[src/rtl/grey_seq.sv]
// Run-control sequencer for the 12-digit grey counter: streamed init load with
// Johnson-code validation, commit pulse, prescaled count enable and digit select/scan.
module grey_seq #(
  parameter int unsigned PRESCALE = 1000,
  parameter int unsigned DWELL    = 256
) (
  input  logic        i_clk,
  input  logic        i_rst,
  input  logic        i_start,
  input  logic        i_stop,
  input  logic        i_load_vld,
  input  logic [5:0]  i_load_data,
  input  logic        i_scan,
  input  logic [7:0]  i_sel,
  output logic [59:0] o_init,
  output logic        o_init_ld,
  output logic        o_cnt_en,
  output logic [7:0]  o_sel,
  output logic        o_busy,
  output logic        o_err,
  output logic [1:0]  o_state
);

  typedef enum logic [1:0] {
    S_IDLE = 2'd0,
    S_LOAD = 2'd1,
    S_ARM  = 2'd2,
    S_RUN  = 2'd3
  } state_t;

  localparam logic [15:0] PRE_LAST   = 16'(PRESCALE - 1);
  localparam logic [15:0] DWELL_LAST = 16'(DWELL - 1);

  state_t      r_state;
  logic [59:0] r_shreg;
  logic [3:0]  r_beat;
  logic [15:0] r_pre;
  logic [59:0] r_init;
  logic        r_init_ld;
  logic        r_cnt_en;
  logic        r_err;
  logic        r_scan_d;
  logic [3:0]  r_idx;
  logic [15:0] r_dwell;
  logic [7:0]  r_sel;

  logic [59:0] w_shreg_nxt;
  logic        w_all_ok;
  logic [15:0] w_pre_nxt;

  function automatic logic digit_ok(input logic [4:0] d);
    case (d)
      5'b00000, 5'b00001, 5'b00011, 5'b00111, 5'b01111,
      5'b11111, 5'b11110, 5'b11100, 5'b11000, 5'b10000: digit_ok = 1'b1;
      default: digit_ok = 1'b0;
    endcase
  endfunction

  assign w_shreg_nxt = {r_shreg[53:0], i_load_data};
  assign w_pre_nxt   = (r_pre == PRE_LAST) ? 16'd0 : r_pre + 16'd1;

  // Validation looks at the value including the beat arriving this cycle.
  always_comb begin
    w_all_ok = 1'b1;
    for (int i = 0; i < 12; i++) begin
      w_all_ok = w_all_ok & digit_ok(w_shreg_nxt[i*5 +: 5]);
    end
  end

  always_ff @(posedge i_clk or posedge i_rst) begin
    if (i_rst) begin
      r_state   <= S_IDLE;
      r_shreg   <= '0;
      r_beat    <= '0;
      r_pre     <= '0;
      r_init    <= '0;
      r_init_ld <= 1'b0;
      r_cnt_en  <= 1'b0;
      r_err     <= 1'b0;
    end else begin
      r_init_ld <= 1'b0;
      r_cnt_en  <= 1'b0;
      if (i_stop) begin
        r_state <= S_IDLE;
      end else begin
        case (r_state)
          S_IDLE: begin
            if (i_start) begin
              r_state <= S_LOAD;
              r_beat  <= '0;
              r_shreg <= '0;
              r_err   <= 1'b0;
            end
          end
          S_LOAD: begin
            if (i_start) begin
              r_beat  <= '0;
              r_shreg <= '0;
              r_err   <= 1'b0;
            end else if (i_load_vld) begin
              r_shreg <= w_shreg_nxt;
              r_beat  <= r_beat + 4'd1;
              if (r_beat == 4'd9) begin
                if (w_all_ok) begin
                  r_state <= S_ARM;
                end else begin
                  r_err   <= 1'b1;
                  r_state <= S_IDLE;
                end
              end
            end
          end
          S_ARM: begin
            r_init    <= r_shreg;
            r_init_ld <= 1'b1;
            r_pre     <= '0;
            r_cnt_en  <= (PRE_LAST == 16'd0);
            r_state   <= S_RUN;
          end
          S_RUN: begin
            if (i_start) begin
              r_state <= S_LOAD;
              r_beat  <= '0;
              r_shreg <= '0;
              r_err   <= 1'b0;
            end else begin
              r_pre    <= w_pre_nxt;
              r_cnt_en <= (w_pre_nxt == PRE_LAST);
            end
          end
          default: r_state <= S_IDLE;
        endcase
      end
    end
  end

  // Scan counters only advance while scanning so re-entry always starts at digit 0.
  always_ff @(posedge i_clk or posedge i_rst) begin
    if (i_rst) begin
      r_scan_d <= 1'b0;
      r_idx    <= '0;
      r_dwell  <= '0;
      r_sel    <= '0;
    end else begin
      r_scan_d <= i_scan;
      if (!i_scan) begin
        r_sel <= i_sel;
        if (r_scan_d) begin
          r_idx   <= '0;
          r_dwell <= '0;
        end
      end else begin
        r_sel <= {4'b0000, r_idx};
        if (r_dwell == DWELL_LAST) begin
          r_dwell <= '0;
          r_idx   <= (r_idx == 4'd11) ? 4'd0 : r_idx + 4'd1;
        end else begin
          r_dwell <= r_dwell + 16'd1;
        end
      end
    end
  end

  assign o_init    = r_init;
  assign o_init_ld = r_init_ld;
  assign o_cnt_en  = r_cnt_en;
  assign o_sel     = r_sel;
  assign o_err     = r_err;
  assign o_state   = r_state;
  assign o_busy    = (r_state == S_LOAD) || (r_state == S_ARM);

endmodule

[config.mk]
export PLATFORM = sky130hd
export DESIGN_NAME = grey_seq
export DESIGN_NICKNAME = d
export VERILOG_FILES = /design/src/rtl/grey_seq.sv
export SDC_FILE = /design/constraint.sdc
export NUM_CORES = 1
export LEC_CHECK = 0
export CAP_MARGIN = 10
export CORE_ASPECT_RATIO = 0.6
export CORE_MARGIN = 2
export CORE_UTILIZATION = 50
export CTS_CLUSTER_SIZE = 20
export DETAILED_ROUTE_END_ITERATION = 8
export PLACE_DENSITY = 0.73
export SYNTH_ARGS = -nofsm -noshare
export SYNTH_HDL_FRONTEND = slang
export SYNTH_SLANG_ARGS = --single-unit
[constraint.sdc]
create_clock -name i_clk -period 10.5 [get_ports i_clk]
set_clock_uncertainty 0.1 [all_clocks]
set_input_delay 1.575 -clock i_clk [delete_from_list [all_inputs] [get_ports i_clk]]
set_output_delay 1.575 -clock i_clk [all_outputs]
set_load 0.005 [all_outputs]
* Word-level counts from Yosys, hierarchy flattened
Memory sizes are Yosys's and may differ from the RTL's.
Index checks and enable logic that the tools add are counted.
W data, S select, Z words.
** Word-level totals
- Bits in registers :: 174
- Bits in latches :: 0
- RAM bits :: 0
- Bits in read-only memories :: 384
- Bits of input ports :: 20
- Output and inout bits :: 74
- Word-level logic and storage cells :: 107
- Memories kept :: 12
** Cells by class
- $add $sub $neg :: 4
- $mul :: 0
- Divide/modulo/power cells :: 0
- Order comparisons :: 0
- Eq/ne operators :: 18
- Shift-type cells :: 0
- Mux-type cells :: 37
- Bitwise logic cells :: 12
- Reduce and logical (&&, ||, !) cells :: 12
** Memory list
- (no name shown) :: depth 32, width 1, read ports 1, clocked after memory_dff 0, wr ports 0, line 52 : case (d)
- (no name shown) :: depth 32, width 1, read ports 1, clocked after memory_dff 0, wr ports 0, line 52
- (no name shown) :: depth 32, width 1, read ports 1, clocked after memory_dff 0, wr ports 0, line 52
- (no name shown) :: depth 32, width 1, read ports 1, clocked after memory_dff 0, wr ports 0, line 52
- (no name shown) :: depth 32, width 1, read ports 1, clocked after memory_dff 0, wr ports 0, line 52
- (no name shown) :: depth 32, width 1, read ports 1, clocked after memory_dff 0, wr ports 0, line 52
- +6 memories
** Operator list (count)
- $mux W60 :: 3
- $pmux W60 S2 :: 1
- $mux W16 :: 5
- $add A16 B1 Y16 const B :: 2
- $eq A16 B10 Y1 const B :: 2
- $pmux W16 S2 :: 1
- $mux W4 :: 7
- $ne A3 B3 Y1 const B :: 6
- $eq A16 B8 Y1 const B :: 1
- $mux W2 :: 6
- $and A1 B1 Y1 :: 11
- $mux W1 :: 10
- $add A4 B1 Y4 const B :: 2
- $eq A4 B4 Y1 const B :: 2
- $mux W8 :: 1
- $pmux W4 S2 :: 1
- $reduce_and A4 Y1 :: 2
- $pmux W2 S3 :: 1
- $reduce_and A6 Y1 :: 1
- $reduce_bool A2 Y1 :: 3
- $eq A2 B2 Y1 const B :: 2
- $ne A2 B1 Y1 const B :: 2
- $reduce_and A2 Y1 :: 2
- $ne A3 B1 Y1 const B :: 1
- 8 further kinds :: 8

* Depth between registers and ports, before layout
An unclocked memory read counts as a cell.
- Depth in word-level cells :: 18
- Gate-level depth with buffers :: 9
- Mapped depth without buffers :: 8

* Worst setup path after synthesis
OpenSTA, ideal clock, no wires.
- Path type :: input to register
- From :: input i_start
- To :: register r_pre[11]
- Library setup time :: 0.065 ns
- Arrival :: 2.681 ns
- Required time :: 10.335 ns
- Setup slack :: 7.654 ns
- Stages on the path :: 4
- Buffers on the path :: 0
- Cells stage by stage :: or3_1 a41o_1 or3b_1 nand2_1
** Between the ends
- Cells in the longest elaborated chain, start to end :: 2
** RTL lines
- from (decl) :: line 9 : input logic i_start,
- $ne A2 B2 Y1 (no source line)
- $reduce_and A3 Y1 (no source line)
- to (signal assigned) :: line 127 : r_pre <= w_pre_nxt;
- to (decl) :: line 37 : logic [15:0] r_pre;
No other way between the ends.
A chain may end at the register's enable or synchronous reset.

* Worst setup path after layout
- From :: input i_stop
- To :: register r_pre[13]
** Between the ends
- Cells in the longest elaborated chain, start to end :: 2
** RTL lines
- from (decl) :: line 10 : input logic i_stop,
- $not A1 Y1 (no source line)
- $reduce_and A3 Y1 (no source line)
No other way between the ends.

==> flow_metrics.env <==
export IMPL_status="finished, final reports clean"
export IMPL_worst_hold_path_type="reg -> reg"
export IMPL_clk_pin_slew_ns=0.07
export IMPL_n_fill_cell=1190
export IMPL_cts_hold_buf=0
export IMPL_grt_overflow=0
export IMPL_setup_worst_path_start_class="primary input"
export IMPL_dr_pass1_iters=5
export IMPL_synth_main_ff_cell="dfrtp_1"
export IMPL_ys_seq_area_share_pct=56.4
export IMPL_chipWidth_um=164
export IMPL_pwr_share_seq_pct=46.8
export IMPL_maxSlewViolCount=0
export IMPL_fin_nets=796
export IMPL_cp_cell_sequence="clkdlybuf4s50_1, nor2b_4, buf_4, a21boi_1, o21ai_0, o31ai_1"
export IMPL_dpl_instance_area_mm2=0.00882
export IMPL_clk_latency_ns=0.42
export IMPL_grt_max_degree=97
export IMPL_grt_use_total_pct=22.2
export IMPL_syn_inst=683
export IMPL_cp_data_arrival_time_ns=3.92
export IMPL_synthXorXnorAreaFrac_pct=1.02
export IMPL_layout_commonest_cell="dfrtp_1"
export IMPL_synth_fp_nets=711
export IMPL_hold_viol=0
export IMPL_setup_slack_ns=6.80
export IMPL_p_sw_share_pct=27.0
export IMPL_power_total_mw=1.58
export IMPL_antenna_found_initial=0
export IMPL_die_area_mm2=0.0165
export IMPL_drive_above_1_share_pct=16.4
export IMPL_synth_compound_area_share_pct=16.6
export IMPL_cts_tree="done"
export IMPL_place_gp_congestion=0.844
export IMPL_initial_core_util_pct=50.8
export IMPL_critical_path_class="in -> reg"
export IMPL_rsz0062_at_grt="false"
export IMPL_wl_mm=17.7
export IMPL_intPower_mw=1.15
export IMPL_avgSynthCellArea_um2=11.3
export IMPL_setup_violations=0
export IMPL_place_ws_ns=6.35
export IMPL_final_area_mm2=0.00943
export IMPL_cp_top_family="compound AO/OA/AOI/OAI gates"
export IMPL_hold_slack_ns=0.397
export IMPL_cp_max_fo=62
export IMPL_seqCellArea_mm2=0.00435
export IMPL_synth_edff_count=0
export IMPL_numCtsBuffers=17
export IMPL_max_slew_margin_rel_pct=18.3
export IMPL_synth_area_mm2=0.00771
export IMPL_r2r_end="r_dwell[2]"
export IMPL_hold_path_endpoint="r_shreg[57]"
export IMPL_tns_ns=0
export IMPL_wl_per_cell_um=18.0
export IMPL_die_h_um=100
export IMPL_multi_input_area_mm2=0.00312
export IMPL_vias_per_cell=5.81
export IMPL_powerDensity_mw_per_mm2=167
export IMPL_io_pins=94
export IMPL_ctsResizeCount=0
export IMPL_clockRootBuffer="clkbuf_16"
export IMPL_synth_top_family_by_area="compound AO/OA/AOI/OAI gates"
export IMPL_clock_sinks=174
export IMPL_rr_worst_depth=8
export IMPL_worst_pin_slew_ns=1.23
export IMPL_vias=5718
export IMPL_cp_data_required_time_ns=10.72
export IMPL_area_delta_synth_final_pct=22.2
export IMPL_ir_drop_uv=112
export IMPL_dp_hpwl_mm=11.7
export IMPL_synth_adder_area_share_pct=1.30
export IMPL_fmax_mhz=270
export IMPL_drc_errors=0
export IMPL_grt_pass1_wl_mm=28.6
export IMPL_h_tree_depth=4
export IMPL_ys_top_cells_by_area="dfrtp_1 56%, mux2_2 9.3%, a22o_1 4.7%"
export IMPL_r2r_start="r_dwell[0]"
export IMPL_pwr_share_clk_pct=40.3
export IMPL_maxCapViolations=0
export IMPL_yosysTopAreaCellShare_pct=56.4
export IMPL_power_switching_uw=425
export IMPL_r2r_slack_ns=7.72
export IMPL_fp_row_count=35
export IMPL_n_antenna_cell=0
export IMPL_async_flop_share_pct=100
export IMPL_cp_slowest_cell="a21boi_1"
export IMPL_critical_path_max_stage_delay_ns=0.95
export IMPL_portBuffers=93
export IMPL_grt_pass1_vias=5463
export IMPL_yosysTopAreaCell="dfrtp_1"
export IMPL_hp_start="r_shreg[57]"
export IMPL_final_cell_mix="174 x dfrtp_1, 93 x clkdlybuf4s50_1, 65 x nand2_1"
export IMPL_cts_setup_buffers=0
export IMPL_ys_ff_latch=174
export IMPL_synth_cell_types=56
export IMPL_holdPathStages=2
export IMPL_synth_mux_area_share_pct=10.9
export IMPL_worstSetupEndpointType="flip-flop"
export IMPL_path_buf_inv=2
export IMPL_final_antenna_net_count=0
export IMPL_coreArea_mm2=0.0152
export IMPL_combinationalPowerShare_pct=12.9
export IMPL_ys_warn_count=0
export IMPL_synth_simple_area_share_pct=10.5
export IMPL_fin_crit_sh_pct=35.3
export IMPL_p_leak_nw=4.14
export IMPL_clockBufferDepth=2
export IMPL_drtIter0Drc=515
export IMPL_fin_crit_ns=3.70
## synthesized netlist by cell type (4+ instances only)
library cell    n
a21o_1          4
nor2b_1        11
a22o_1         41
a21oi_1        14
inv_1          24
xor2_1          7
inv_2          10
dfrtp_1       174
a221oi_1        7
mux2i_1        11
nand3_1        19
ha_1            8
nand4_1         7
a22oi_1         5
nor2_1         27
a221oi_2        4
o31ai_1        16
o21ai_1        13
nor4_1          4
nand2_1        65
clkbuf_1       26
o21ai_0        62
and3_1          5
buf_2           4
mux2_2         64
## kinds of logic after synthesis
kind of cell,Yosys count
compound gates,186
flops,174
simple gates,164
mux,76
buf+inv,66
xor+xnor,9
fa+ha+maj,8
## worst reg2reg max path: cells and delay by family (launching register included)
kind | cells | cell delay [ns]
flops | 1 | 0.42
compound gates | 2 | 0.38
simple gates | 5 | 1.51
fa+ha+maj | 1 | 0.24
## power groups by stage
stage	clock, mW	combinational, mW	sequential [mW]
2_1_floorplan	0	0.136	0.739
3_3_place_gp	0	0.195	0.746
3_5_place_dp	0	0.202	0.749
4_1_cts	0.645	0.203	0.736
5_1_grt	0.679	0.226	0.742
6_report	0.635	0.203	0.737
## metrics by stage
stage	utilization, %	std cells
finish	62.0	984
global route	62.0	984
CTS	62.0	983
detailed placement	58.0	951
global placement	58.0	951
floorplan	-	683
## routing by layer
layer / GRT usage, % / routed length (µm) / vias up
met5: 0 / 0 / -
met4: 7.09 / 223 / 0
met3: 5.33 / 1150 / 20
met2: 30.8 / 7330 / 196
met1: 34.2 / 8970 / 2860
li1: - / - / 2642
## state kept, by name, summed over array words and instances (netlist names)
| name | count |
|---|---|
| o_state | 2 |
| o_err | 1 |
| r_beat | 4 |
| o_init_ld | 1 |
| r_dwell | 16 |
| o_init | 60 |
| r_idx | 4 |
| o_cnt_en | 1 |
| r_shreg | 60 |
| o_sel | 8 |
| r_pre | 16 |
| r_scan_d | 1 |
## area by class of cell
type                       count  share of cell area (%)
clock buffer                  19                    4.70
timing repair buffer          97                    10.2
inverter                      35                    1.46
tap                          203                    2.69
multi-input combinational    443                    33.1
clock inverter                13                    1.62
sequential                   174                    46.2
## how the worst max path moves through the flow
stage / start / endpoint / depth (start not counted) / slack, ns
after floorplan: i_rst / o_cnt_en / 1 / 4.11
after global placement: i_stop / r_pre[5] / 6 / 6.43
after detailed placement: i_stop / r_pre[8] / 6 / 6.35
after CTS: i_stop / r_pre[8] / 6 / 6.79
after global routing: i_stop / r_pre[10] / 6 / 6.53
final: i_stop / r_pre[13] / 6 / 6.80
Note: power is estimated with default switching activity, not from simulation.
==> patch 1 (config.mk and constraints unchanged) <==
Register the output `o_err` once more, without a reset; this adds one clock of latency there. The other outputs are not delayed to match.
--- a/src/rtl/grey_seq.sv
+++ b/src/rtl/grey_seq.sv
@@ -165,7 +165,9 @@
   assign o_init_ld = r_init_ld;
   assign o_cnt_en  = r_cnt_en;
   assign o_sel     = r_sel;
-  assign o_err     = r_err;
+  always_ff @(posedge i_clk) begin
+    o_err <= r_err;
+  end
   assign o_state   = r_state;
   assign o_busy    = (r_state == S_LOAD) || (r_state == S_ARM);
 
Behaviour: no difference found for any inputs over 4 cycles, from zero or initial values and one cycle with i_rst high; that may be too few to reach the edited logic, so the function may still have changed.
==> patch 1 against the original RTL <==
- area after synthesis rose by 0.26%
- register-to-register slack improved by 0.05 ns
- sequential cell count rose by 1
- wire length barely moved
- total power fell by 2.8%
- worst setup slack got worse by 0.084 ns
- core utilization fell by 0.37 points
- synthesized cell count rose by 0.15%
- cell area fell by 0.31%
- critical path type unchanged
- critical endpoint is now r_pre[5]
==> patch 1: results (changes against the original RTL) <==
met1 Usage GRT=35.91% (+1.7 points); wire per inst=17.94 microns (-0.14%); Setup Buffers After CTS=0 (unchanged); wire length on met3=839 microns (-27%); peak supply drop=0.1144 mV (+2.4%); worst endpoint data arrival time=3.98 ns (+0.06 ns); initial DRC count=472 (-8.3%); # resized after CTS=0 (unchanged); delay of the slowest critical-path stage=0.95 ns (about the same); post-synthesis async set-or-reset flop share=99.43% (-0.57 points); kind of cell adding the most delay to the critical path=compound AO/OA/AOI/OAI gates; DR WL met2=7544 microns (+2.9%); largest net degree at the start of global routing=74 (-24%); critical path's slowest cell=a21boi_1; Internal=0.001109 W (-3.6%); # diodes=0 (unchanged); pre-CTS WS=6.272 ns (-0.07373 ns); post-synthesis sequential area ratio=56.55% (+0.11 points); Final #Nets=798 (+0.25%); DP HPWL=12010 microns (+2.8%); Num CTS Buffers=17 (unchanged); Post-synth EDFFs=0 (unchanged); fin cells=986 (+0.20%); Hold Path Class=flip-flop to flip-flop; port bufs=93 (unchanged); top cells by count, synth=174 x dfrtp_1, 65 x nand2_1, 64 x mux2_2; number of instances in the placed design=953 (+0.21%); initial antenna violation count=0 (unchanged); routing usage on met2=32.15% (+1.3 points); Max Buffers Root-to-Sink=2 (unchanged); clk root buf=clkbuf_16; via count=5759 (+0.72%); layout cell share with drive strength beyond 1=16.35% (-0.042 points); placed instance area=0.008847 sq mm (+0.31%); Metal-1 WL=9194 microns (+2.5%); Top Layer Used=met4; Synthesized Nets=712 (+0.14%); RePlAce Congestion=0.8497 (+0.70%); vias in the first global route=5625 (+3.0%); first-pass GRT wire length=29170 microns (+1.9%); CTS H-tree depth=4 (unchanged); clock slew at reported path FFs=0.06 ns; main area contributors after synthesis=dfrtp_1 56%, mux2_2 9.3%, a22o_1 4.6%, o21ai_0 4.0%, nand2_1 3.2%; worst slew pin tran=1.173 ns (-0.05302 ns); critical path peak fanout=62 (unchanged); met3 GRT Util=3.719% (-1.6 points); Synth Warn #=0 (unchanged); DRT antenna net count=0 (unchanged); Yosys cell types=57 (+1.8%); Filler cells=1208 (+1.5%); Static Leakage=4.121 nW (-0.54%); GRT Overall Usage=22.45% (+0.21 points); Syn Area/Cell=11.31 sq um (+0.11%); status=complete, no violations
[patch 1: cell types whose count changed in the layout (fill, tap and decap cells not counted), sizes merged]
| cell | unedited run | this run |
|---|---|---|
| buf | 4 | 5 |
| bufinv | 2 | 0 |
| clkbuf | 19 | 21 |
| clkinv | 4 | 3 |
| clkinvlp | 2 | 5 |
| dfxtp | 0 | 1 |
| inv | 40 | 38 |
[patch 1: final cells by class]
type | instances | area (sq um) | share of cell area [%]
sequential | 175 | 4374 | 46.55
inverter | 35 | 137.6 | 1.465
clock inverter | 11 | 82.58 | 0.8787
clock buffer | 21 | 460.4 | 4.899
multi-input combinational | 443 | 3120 | 33.20
timing repair buffer | 98 | 968.4 | 10.30
tap | 203 | 254.0 | 2.703
[patch 1: final timing paths]
path                            start    endpoint  slack [ns]  depth (start not counted)
max                            i_stop    r_pre[5]        6.72                          6
min                             r_err       o_err        0.31                          0
max reg2reg                o_state[0]    r_pre[5]        7.77                          7
min reg2reg                     r_err       o_err        0.31                          0
max in group asynchronous       i_rst  o_state[1]        7.03                          4
min in group asynchronous       i_rst    o_sel[0]        1.54                          2
[patch 1: cell families (layout without fill, tap and decap cells)]
group	Yosys count	after routing	synth area share [%]
XOR/XNOR	9	9	1.019
buffers and inverters	66	165	3.284
multiplexers	76	76	10.89
flip-flops	175	175	56.55
AND/OR/NAND/NOR	164	164	10.43
AO/OA/AOI/OAI	186	186	16.53
adder cells (fa/ha/maj)	8	8	1.294
[patch 1: power groups by stage]
stage	clock network, W	logic (W)	registers, W
2_1_floorplan	0	0.000136	0.000743
3_3_place_gp	0	0.000195	0.000750
3_5_place_dp	0	0.000203	0.000753
4_1_cts	0.000594	0.000204	0.000740
5_1_grt	0.000620	0.000228	0.000746
6_report	0.000586	0.000203	0.000741
==> patch 2 (same flow settings) <==
Without the edit above. The parameter `PRESCALE` goes from 1000 to 512.
--- a/src/rtl/grey_seq.sv
+++ b/src/rtl/grey_seq.sv
@@ -1,7 +1,7 @@
 // Run-control sequencer for the 12-digit grey counter: streamed init load with
 // Johnson-code validation, commit pulse, prescaled count enable and digit select/scan.
 module grey_seq #(
-  parameter int unsigned PRESCALE = 1000,
+  parameter int unsigned PRESCALE = 512,
   parameter int unsigned DWELL    = 256
 ) (
   input  logic        i_clk,
Behaviour: same outputs for any inputs over 4 cycles, from zero or initial values and one cycle with i_rst high; that may be too few to reach the edited logic, so the function may still have changed.
==> patch 2 against the original RTL <==
- highest routed layer unchanged
- combinational power fell by 3%
- critical path depth rose by 1
- total power fell by 0.90%
- area after synthesis rose by 0.68%
- cell area rose by 0.50%
- worst setup slack improved by 0.14 ns
- clock power rose by 2%
- wire length rose by 5.3%
- sequential cell count did not move
==> patch 2: results (changes against the original RTL) <==
status=complete, no violations; pre-CTS WS=6.476 ns (+0.1305 ns); Signal buffers=99 (+2.1%); Static Leakage=4.320 nW (+4.2%); via count=6221 (+8.8%); routed wire length=18620 microns (+5.3%); adder and majority gate portion of the synthesized area=1.289% (-0.0088 points); vias in the first global route=5837 (+6.8%); DP HPWL=12500 microns (+7.0%); peak supply drop=0.1106 mV (-1.0%); mux contribution to synthesized area=2.610% (-8.3 points); port bufs=93 (unchanged); placed instance area=0.008857 sq mm (+0.43%); met3 GRT Util=4.525% (-0.81 points); main area contributors after synthesis=dfrtp_1 56%, nand2_1 10%, o21ai_0 6.8%, a22o_1 4.4%, inv_1 1.7%; Filler cells=1258 (+5.7%); first-pass GRT wire length=31060 microns (+8.5%); multi-input gates=558 (+26%); initial DRC count=669 (+30%); Internal=0.001143 W (-0.60%); GRT Overall Usage=23.92% (+1.7 points); buffering overhead=10.30% (+0.067 points); RePlAce Congestion=0.8218 (-2.6%); wire per inst=16.91 microns (-5.8%); delay of the slowest critical-path stage=0.48 ns (-0.47 ns); share of power burned in registers=45.9% (-0.9 points); multi-input gate share of total cell area=33.19% (+0.085 points); top cells by count, synth=211 x nand2_1, 174 x dfrtp_1, 105 x o21ai_0; sequential cell area=0.004354 sq mm (unchanged); clock buffers=21 (+2); critical path's slowest cell=clkdlybuf4s50_1; inverter count=35 (unchanged); Compound-Gate Fraction of Synth Area=18.40% (+1.8 points); worst slew pin tran=0.9884 ns (-0.2375 ns); post-synthesis sequential area ratio=56.06% (-0.38 points); kind of cell adding the most delay to the critical path=buffers and inverters; fraction of area in registers=45.96% (-0.23 points); DR WL met2=7327 microns (about the same); met1 Usage GRT=40.89% (+6.7 points); flip-flop and latch count=174 (unchanged); Yosys cell types=57 (+1.8%); overall power=0.001561 W (-0.90%); wire length on met3=1295 microns (+12%); largest net degree at the start of global routing=98 (+1.0%); P_clk=0.000647 W (+2%); Clock buf/inv share=6.432% (+0.11 points); Synthesized Nets=832 (+17%); routing usage on met2=30.45% (-0.39 points); Post-Synth XOR/XNOR Area=0.4510% (-0.57 points)
## patch 2: changes by cell type in the layout (fill, tap and decap cells not counted), moves of 5 or more
cell and change:
a21oi_1 +9, a221oi_1 +7, a22oi_1 -5, and3_1 +8, inv_1 +11, inv_2 -10
mux2_2 -57, mux2i_1 -5, nand2_1 +145, nand3_1 -6, o21ai_0 +43, o21ai_1 -10
## patch 2: path summary, 6_finish.rpt
| path | start | to | slack (ns) | depth (start not counted) |
|---|---|---|---|---|
| max | i_start | r_shreg[12] | 6.94 | 7 |
| min | r_scan_d | r_dwell[6] | 0.37 | 1 |
| max reg2reg | o_state[0] | r_shreg[12] | 7.78 | 7 |
| min reg2reg | r_scan_d | r_dwell[6] | 0.37 | 1 |
| max in group asynchronous | i_rst | r_shreg[50] | 7.22 | 3 |
| min in group asynchronous | i_rst | r_pre[5] | 1.60 | 2 |
